$ cat src/rtl/button_conditioner.sv
// Debounce, edge-pulse and long-press conditioning for three active-low push buttons.
// Each button is an independent lane: synchronizer, debounce FSM, and a saturating hold counter.

module button_conditioner_lane #(
  parameter int DEBOUNCE_CYCLES = 1_000_000,
  parameter int LONG_CYCLES     = 100_000_000
) (
  input  logic clk,
  input  logic reset,
  input  logic raw,
  output logic level,
  output logic press,
  output logic rel,
  output logic held
);
  localparam logic [23:0] D_LAST = 24'(DEBOUNCE_CYCLES - 1);
  localparam logic [27:0] H_LAST = 28'(LONG_CYCLES - 1);

  typedef enum logic [1:0] {IDLE, PRESS_WAIT, PRESSED, RELEASE_WAIT} state_t;

  state_t      state;
  logic [1:0]  sync;
  logic [23:0] dcnt;
  logic [27:0] hcnt;
  logic        s;

  assign s = sync[1];

  always_ff @(posedge clk) begin
    if (reset) begin
      sync  <= 2'b11;
      state <= IDLE;
      dcnt  <= '0;
      hcnt  <= '0;
      level <= 1'b1;
      press <= 1'b0;
      rel   <= 1'b0;
      held  <= 1'b0;
    end else begin
      sync  <= {sync[0], raw};
      press <= 1'b0;
      rel   <= 1'b0;
      held  <= 1'b0;
      case (state)
        IDLE: begin
          if (!s) begin
            state <= PRESS_WAIT;
            dcnt  <= '0;
          end
        end
        PRESS_WAIT: begin
          if (s) begin
            state <= IDLE;
          end else if (dcnt == D_LAST) begin
            state <= PRESSED;
            hcnt  <= '0;
            press <= 1'b1;
            level <= 1'b0;
          end else begin
            dcnt <= dcnt + 24'd1;
          end
        end
        PRESSED: begin
          if (s) begin
            state <= RELEASE_WAIT;
            dcnt  <= '0;
          end else if (hcnt != H_LAST) begin
            // Pulse only on the step into saturation, so a press yields at most one.
            hcnt <= hcnt + 28'd1;
            if (hcnt == H_LAST - 28'd1) held <= 1'b1;
          end
        end
        RELEASE_WAIT: begin
          // A bounce back low resumes the press with hcnt intact.
          if (!s) begin
            state <= PRESSED;
          end else if (dcnt == D_LAST) begin
            state <= IDLE;
            rel   <= 1'b1;
            level <= 1'b1;
          end else begin
            dcnt <= dcnt + 24'd1;
          end
        end
        default: state <= IDLE;
      endcase
    end
  end
endmodule

module button_conditioner #(
  parameter int DEBOUNCE_CYCLES = 1_000_000,
  parameter int LONG_CYCLES     = 100_000_000
) (
  input  logic       clk,
  input  logic       reset,
  input  logic [2:0] btn_raw,
  output logic [2:0] btn_level,
  output logic [2:0] btn_press,
  output logic [2:0] btn_release,
  output logic [2:0] btn_long
);
  localparam int NUM_LANES = 3;

  for (genvar i = 0; i < NUM_LANES; i++) begin : g_lane
    button_conditioner_lane #(
      .DEBOUNCE_CYCLES(DEBOUNCE_CYCLES),
      .LONG_CYCLES    (LONG_CYCLES)
    ) u_lane (
      .clk  (clk),
      .reset(reset),
      .raw  (btn_raw[i]),
      .level(btn_level[i]),
      .press(btn_press[i]),
      .rel  (btn_release[i]),
      .held (btn_long[i])
    );
  end
endmodule

$ cat config.mk
export PLATFORM = sky130hd
export DESIGN_NAME = button_conditioner
export DESIGN_NICKNAME = d
export VERILOG_FILES = /design/src/rtl/button_conditioner.sv
export SDC_FILE = /design/constraint.sdc
export NUM_CORES = 1
export LEC_CHECK = 0
export CAP_MARGIN = 20
export CORE_AREA = 5 5 141 157
export DETAILED_ROUTE_END_ITERATION = 16
export DIE_AREA = 0 0 146 162
export GPL_TIMING_DRIVEN = 0
export PLACE_DENSITY = 0.76
export SKIP_CTS_REPAIR_TIMING = 1
export SYNTH_ARGS = -nofsm -noshare
export SYNTH_HDL_FRONTEND = slang
export SYNTH_HIERARCHICAL = 1
export SYNTH_SLANG_ARGS = --single-unit
$ cat constraint.sdc
create_clock -name clk -period 4.75 [get_ports clk]
set_input_delay 0.95 -clock clk [delete_from_list [all_inputs] [get_ports clk]]
set_output_delay 0.95 -clock clk [all_outputs]
set_load 0.01 [all_outputs]
# Word-level counts from Yosys, hierarchy flattened
# Cells that the tools add are included.
dict set report op_classes {
  addsub 6
  eq_ne 48
  n_mux 75
  bitwise 15
  reduce_logical 30
}
# cell count
set op_table {}
lappend op_table {{2-to-1 mux 24 bit} 15}
lappend op_table {{2-to-1 mux 28 bit} 12}
lappend op_table {{one-hot mux 24 bit (4 select lines)} 3}
lappend op_table {{one-hot mux 28 bit (2 select lines)} 3}
lappend op_table {{adder 28 x 1 -> 28 bit (second input constant)} 3}
lappend op_table {{equality test 28 x 27 -> 1 bit (second input constant)} 3}
lappend op_table {{inequality test 28 x 27 -> 1 bit (second input constant)} 3}
lappend op_table {{adder 24 x 1 -> 24 bit (second input constant)} 3}
lappend op_table {{equality test 24 x 20 -> 1 bit (second input constant)} 3}
lappend op_table {{2-to-1 mux 2 bit} 18}
lappend op_table {{inequality test 2 x 1 -> 1 bit (second input constant)} 15}
lappend op_table {{AND reduction 5 bit} 6}
lappend op_table {{one-hot mux 2 bit (4 select lines)} 3}
lappend op_table {{AND reduction 4 bit} 6}
lappend op_table {{2-to-1 mux 1 bit} 18}
lappend op_table {{inequality test 2 bit (second input constant)} 9}
lappend op_table {{OR reduction 3 bit} 6}
lappend op_table {{NOT 1 bit} 15}
lappend op_table {{equality test 2 bit (second input constant)} 6}
lappend op_table {{nonzero test 2 bit} 6}
lappend op_table {{OR reduction 4 bit} 3}
lappend op_table {{inequality test 3 x 1 -> 1 bit (second input constant)} 3}
lappend op_table {{inequality test 3 bit (second input constant)} 3}
lappend op_table {{equality test 2 x 1 -> 1 bit (second input constant)} 3}
lappend op_table {{2 further kinds} 6}
dict set report totals {
  register_bits 180
  inputBits 5
}

# Longest topological paths before layout
# Gate-level depths: netlist of run 1.
dict set report logic_depth {
  word_depth 4
  mapped_depth 8
  ltp_nobuf 6
}

# Cells and area by module
# Netlist of run 1, hierarchy kept.
# module n_inst cells_each area_each_um2 seq_area_each_um2
set modules_own_cells {}
lappend modules_own_cells {button_conditioner_lane 3 394 3320.7 1201.2}

# Worst setup path before layout of run 1
# OpenSTA, ideal clock, no wires.
dict set report synth_timing {
  kind {input-to-reg}
  from {input port reset}
  to {register g_lane[0].u_lane.hcnt[19]}
  arrival_time_ps 2133
  required_time_ps 4676
  setup_slack_ps 2543
  stages 6
  cell_sequence {nor3b_2 -> nand2b_1 -> a31oi_2 -> buf_2 -> a31oi_1 -> a31oi_1}
}
# item line_no
set synth_lines {}
lappend synth_lines {{from (decl)} 96} ;# input logic reset,
lappend synth_lines {{to (signal assigned)} 69} ;# hcnt <= hcnt + 28'd1;
lappend synth_lines {{to (decl)} 24} ;# logic [27:0] hcnt;

==> flow_summary.toml, run 1 <==
[hold_path]
min_path_type = "flop to flop"

[drt]
drt_iter0_markers = 684
viasPerCell = 6.27
vias = 9316
routed_wl_microns = 24300
ant_nets = 0
drc = 0
post_drt_wl_per_cell_microns = 16.4
drtPass1Iterations = 5

[logic_synthesis]
syn_inst = 1182
synth_mux_area_share_pct = 2.49
mappedNetlistNets = 1196
seq_area_frac_synth_pct = 36.2
synth_cell_type_count = 65
synth-adder-area-share_pct = 1.13
syn_area_sq_um = 9960
synth_xor_xnor_area_share_pct = 1.32
postSynthAreaPerCell_sq_um = 8.43
ys_warn_count = 6
synthArstFlopShare_pct = 0
synth_flop_cell = "dfxtp_1"
ys_ff_latch = 180
synth_top_family_by_area = "simple AND/OR/NAND/NOR gates"
synth_compound_area_share_pct = 22.8
synth_edf_count = 0
synth_simple_gate_area_share_pct = 30.5

[cts]
clockBufferDepth = 2
clk_latency_ps = 430
clk_pin_slew_worst_paths_ps = 70
htreeDepth = 4
clock_sinks = 180
root_buffer = "clkbuf_16"
cts_made_buffers = 17
cts_tree = "built"

[finish]
final_cells = 1486
diodes = 0
drive_above_1_share_pct = 10.7
num-nets-final = 1231
layout_common_cells = "dfxtp_1, nand2_1, a21oi_1, nand3_1, a31oi_1"
fin_util_pct = 54.8
area_growth_pct = 11.6
final_common_cell = "dfxtp_1"

[power_and_ir_drop]
ir_drop_v = 0.000255
pwr_density_cell_nw_per_um2 = 289
p_leak_uw = 0.00367

[worst_setup_path]
path_buf_inv = 2
critPathCaptureType = "flop"
crit_top_cell = "a31oi_1"
critical-path-max-stage-delay_ps = 880
critPathLaunchType = "primary input"
critical_path_arrival_ps = 3980
path_cells = "clkdlybuf4s50_1, nor3b_2, nand2b_1, a31oi_2, buf_2, a31oi_1, a31oi_1"
crit_type = "primary input to flop"
crit_required_ps = 5110
critPathSlowestCell = "clkdlybuf4s50_1"
crit_fanout = 18
cpLargestDelayFamily = "buffers and inverters"

[place]
place_congestion = 0.975
dp_cells = 1454
io_buffers = 16
hpwl_microns = 16900

[global_routing]
grt_max_degree = 19
grt-ovfl-total = 0
grtUsageTotal_pct = 20.4
grt_pass1_vias = 8746
antenna_found_initial = 0
grt_pass1_wl_microns = 41400

[sta]
max_freq_mhz = 276
drv_slew = 0
finalHoldViolations = 0
fin_setup_tns_ps = 0
worst_pin_slew_ps = 923
rsz0062_at_grt = "false"
fin_skew_ps = 8.43
slew-limit-headroom_pct = 38.0
finalCritPeriodShare_pct = 76.3
finalSetupViolations = 0
period_needed_ps = 3630

[die]
boundaryPins = 17
coreArea_sq_um = 20300
die_h_microns = 162
fp-row-count = 55
start_util_pct = 49.1
die_x_microns = 146
dieArea_sq_um = 23700

[run_status]
outcome = "finished clean"

[flow_run]
drv_cap = 0
[layer usage]
layer  routed length, microns  GRT usage (%)  vias up
li1                         -              -     4612
met1                    10900           25.3     4407
met2                    11900           35.6      253
met3                     1100           3.46       44
met4                      476           7.61        0
met5                        0              0        -
[cell families (layout without fill, tap and decap cells)]
group / Yosys count / count (layout)
AOI/OAI and AO/OA: 327 / 327
xor gates and xnor gates: 15 / 15
adders and majority gates: 9 / 9
buffers and inverters: 99 / 147
DFF: 180 / 180
muxes: 24 / 24
and+or+nand+nor: 528 / 528
[path summary, 6_finish.rpt]
path	from	cells after the start	slack [ps]	to
max	reset	7	1120	g_lane[0].u_lane/hcnt[19]$_SDFFE_PP0P_
min	g_lane[2].u_lane/sync[0]$_SDFF_PP1_	1	410	g_lane[2].u_lane/sync[1]$_SDFF_PP1_
max reg2reg	flop	7	2220	g_lane[0].u_lane/hcnt[19]$_SDFFE_PP0P_
min reg2reg	g_lane[2].u_lane/sync[0]$_SDFF_PP1_	1	410	g_lane[2].u_lane/sync[1]$_SDFF_PP1_
[cell type report]
class                      count  area, sq um
inverter                      30          113
clock inverter                15          254
clock buffer                  17          425
buffer                        69          447
fill                        1854         9180
timing repair buffer          16          160
multi-input combinational    903         5800
sequential                   180         3600
tap                          256          320
[registers in the layout (all words and copies together) (netlist names), named ones only]
register,count
g_lane.u_lane/state,3
g_lane.u_lane/press,3
g_lane.u_lane/level,3
g_lane.u_lane/held,3
g_lane.u_lane/rel,3
g_lane.u_lane/dcnt,72
g_lane.u_lane/hcnt,84
g_lane.u_lane/sync,6
[metrics by stage]
| stage | hold WS [ps] | power, uW | worst slack (ps) | cell area (sq um) |
|---|---|---|---|---|
| 3_3_place_gp | 392 | 1640 | 820 | 10400 |
| 5_1_grt | 439 | 3340 | 960 | 11100 |
| 2_1_floorplan | 389 | 1610 | 2540 | 9960 |
| 6_report | 410 | 3220 | 1120 | 11100 |
| 3_5_place_dp | 398 | 1640 | 751 | 10400 |
| 4_1_cts | 415 | 3250 | 1190 | 11100 |
[Yosys cell counts (12+ instances only)]
cell	instances	area share, %
or4_1	33	2.5
a31oi_1	54	3.4
mux2i_1	18	1.8
nand2b_1	21	1.3
and3_1	27	1.7
o211ai_1	18	1.4
o31ai_1	15	1.1
nor3_1	18	0.90
a211oi_1	12	0.90
nor2_1	36	1.4
and2_1	12	0.75
buf_2	15	0.75
clkbuf_1	30	1.1
nand3_1	78	3.9
and4_1	15	1.3
a21oi_1	81	4.1
o21ai_0	27	1.4
inv_1	27	1.0
nor4_1	15	0.94
nand2_1	162	6.1
a41oi_1	21	1.8
nand4_1	36	2.3
dfxtp_1	180	36
o21a_1	15	1.1
[where the power goes]
group | internal, uW | switching, uW
Sequential | 1510 | 3.68
Combinational | 25.5 | 64.5
Clock | 992 | 621
Total | 2530 | 689
No activity file was read; power rests on OpenSTA's default activity.
==> run 2, diff against run 1 <==
Settings changed: PLACE_DENSITY 0.76 to 0.79.
Clock period 4.75 ns to 3.3 ns, I/O delays scaled along.
==> flow_summary.toml, run 2 (synthesized netlist as in run 1, its figures left out) <==
[run_status]
outcome = "finished clean"

[drt]
routed_wl_microns = 24500
drc = 0
ant_nets = 0
post_drt_wl_per_cell_microns = 16.5
drtPass1Iterations = 5
drt_iter0_markers = 1026
viasPerCell = 6.31
vias = 9369

[worst_setup_path]
critical_path_arrival_ps = 3620
crit_type = "primary input to flop"
reg2reg_setup_slack_ps = 820
reg2regPathDepth = 7
critPathLaunchType = "primary input"
critPathCaptureType = "flop"
crit_fanout = 18
crit_start = "reset"
r2r-end = "g_lane[0].u_lane/hcnt[19]$_SDFFE_PP0P_"
crit_required_ps = 3650

[finish]
fillCellCount = 1819
diodes = 0
area.sequential_sq_um = 3600
final_common_cell = "dfxtp_1"
multi_input_area_sq_um = 5800
area_growth_pct = 10.9
layout_common_cells = "dfxtp_1, nand2_1, a21oi_1, nand3_1, a31oi_1"
num-nets-final = 1231
finalInstanceArea_sq_um = 11000
largest_reg_flops = 84
regMostFlops = "g_lane.u_lane/hcnt"
largestRegisters = "g_lane.u_lane/hcnt (84), g_lane.u_lane/dcnt (72), g_lane.u_lane/sync (6)"
drive_above_1_share_pct = 10.6

[sta]
period_needed_ps = 3270
finalCritPeriodShare_pct = 99.0
worst_pin_slew_ps = 951
finalSetupViolations = 0
slew-limit-headroom_pct = 36.1
rsz0062_at_grt = "true"
finalHoldViolations = 0
drv_slew = 0
max_freq_mhz = 306
fin_skew_ps = 11.1

[die]
coreArea_sq_um = 20300
fp-row-count = 55
boundaryPins = 17
start_util_pct = 49.1
die_x_microns = 146
die_h_microns = 162
dieArea_sq_um = 23700

[global_routing]
grt_max_degree = 19
grt-ovfl-total = 0
grt_pass1_vias = 8891
grtUsageTotal_pct = 20.7
grt_pass1_wl_microns = 42200
antenna_found_initial = 0

[power_and_ir_drop]
power_uw = 4420
ir_drop_v = 0.000344
pwr_density_cell_nw_per_um2 = 400
p_leak_uw = 0.00365

[cts]
cts_tree = "built"
clk_pin_slew_worst_paths_ps = 60
clk_latency_ps = 440
root_buffer = "clkbuf_16"
clockBufferDepth = 2
htreeDepth = 4
clock_sinks = 180
cts_made_buffers = 17

[hold_path]
min_path_type = "flop to flop"
whs_path_depth = 1
hp-start = "g_lane[2].u_lane/sync[0]$_SDFF_PP1_"
min_to = "g_lane[2].u_lane/sync[1]$_SDFF_PP1_"

[place]
place_congestion = 0.952
io_buffers = 16
hpwl_microns = 17000
placed_area_sq_um = 10400

[flow_run]
drv_cap = 0
==> run 2: cell types whose count changed in the layout (fill, tap and decap cells not counted) <==
cell | before | now
bufinv_16 | 6 | 3
clkbuf_8 | 9 | 11
clkinv_2 | 0 | 3
clkinv_4 | 3 | 1
clkinvlp_4 | 4 | 3
==> run 2: routing by layer <==
metal / vias to the layer above / share of wire, % / GRT usage (%)
li1: 4604 / - / -
met1: 4435 / 45 / 26.0
met2: 294 / 49 / 36.3
met3: 36 / 4.3 / 3.24
met4: 0 / 1.8 / 7.31
met5: - / 0 / 0
==> run 2: worst max path at each step <==
stage | to | slack (ps) | cells past startpoint
2_1_floorplan | g_lane[0].u_lane/hcnt[6]$_SDFFE_PP0P_ | 1270 | 6
3_3_place_gp | g_lane[1].u_lane/hcnt[19]$_SDFFE_PP0P_ | -320 | 7
3_5_place_dp | g_lane[0].u_lane/hcnt[19]$_SDFFE_PP0P_ | -330 | 7
4_1_cts | g_lane[0].u_lane/hcnt[19]$_SDFFE_PP0P_ | 120 | 7
5_1_grt | g_lane[1].u_lane/hcnt[19]$_SDFFE_PP0P_ | -110 | 7
6_report | g_lane[0].u_lane/hcnt[19]$_SDFFE_PP0P_ | 30 | 7
==> run 2: through the flow <==
stage | TNS (ps) | hold WS [ps] | setup slack [ps] | util [%] | std cells
after global placement | -8640 | 390 | -319 | 51.4 | 1454
final | 0 | 410 | 33.7 | 54.4 | 1485
after CTS | 0 | 412 | 119 | 54.4 | 1485
after detailed placement | -8510 | 397 | -333 | 51.4 | 1454
after floorplan | 0 | 389 | 1270 | - | 1182
after global routing | -1270 | 428 | -111 | 54.4 | 1485
==> run 2: power by group <==
part / leakage (uW) / switching (uW) / total (uW) / internal, uW
Sequential: 0.00145 / 5.22 / 2180 / 2180
Combinational: 0.00190 / 93.4 / 130 / 36.8
Clock: 0.000292 / 874 / 2100 / 1230
Total: 0.00365 / 973 / 4420 / 3440
==> run 2: worst max-delay path: stages <==
cell and delay [ps]:
clkdlybuf4s50_1 870, nor3b_2 840, nand2b_1 180, a31oi_2 440
buf_2 320, a31oi_1 110, a31oi_1 190
==> run 2: area by class of cell <==
type                    count  area share (%)
plain buffers              69            4.04
clock buffers              19            4.10
clock inverters            12            1.39
inverters                  30            1.02
multi-input cells         903            52.5
flip-flops and latches    180            32.6
well taps                 256            2.90
repair buffers             16            1.45
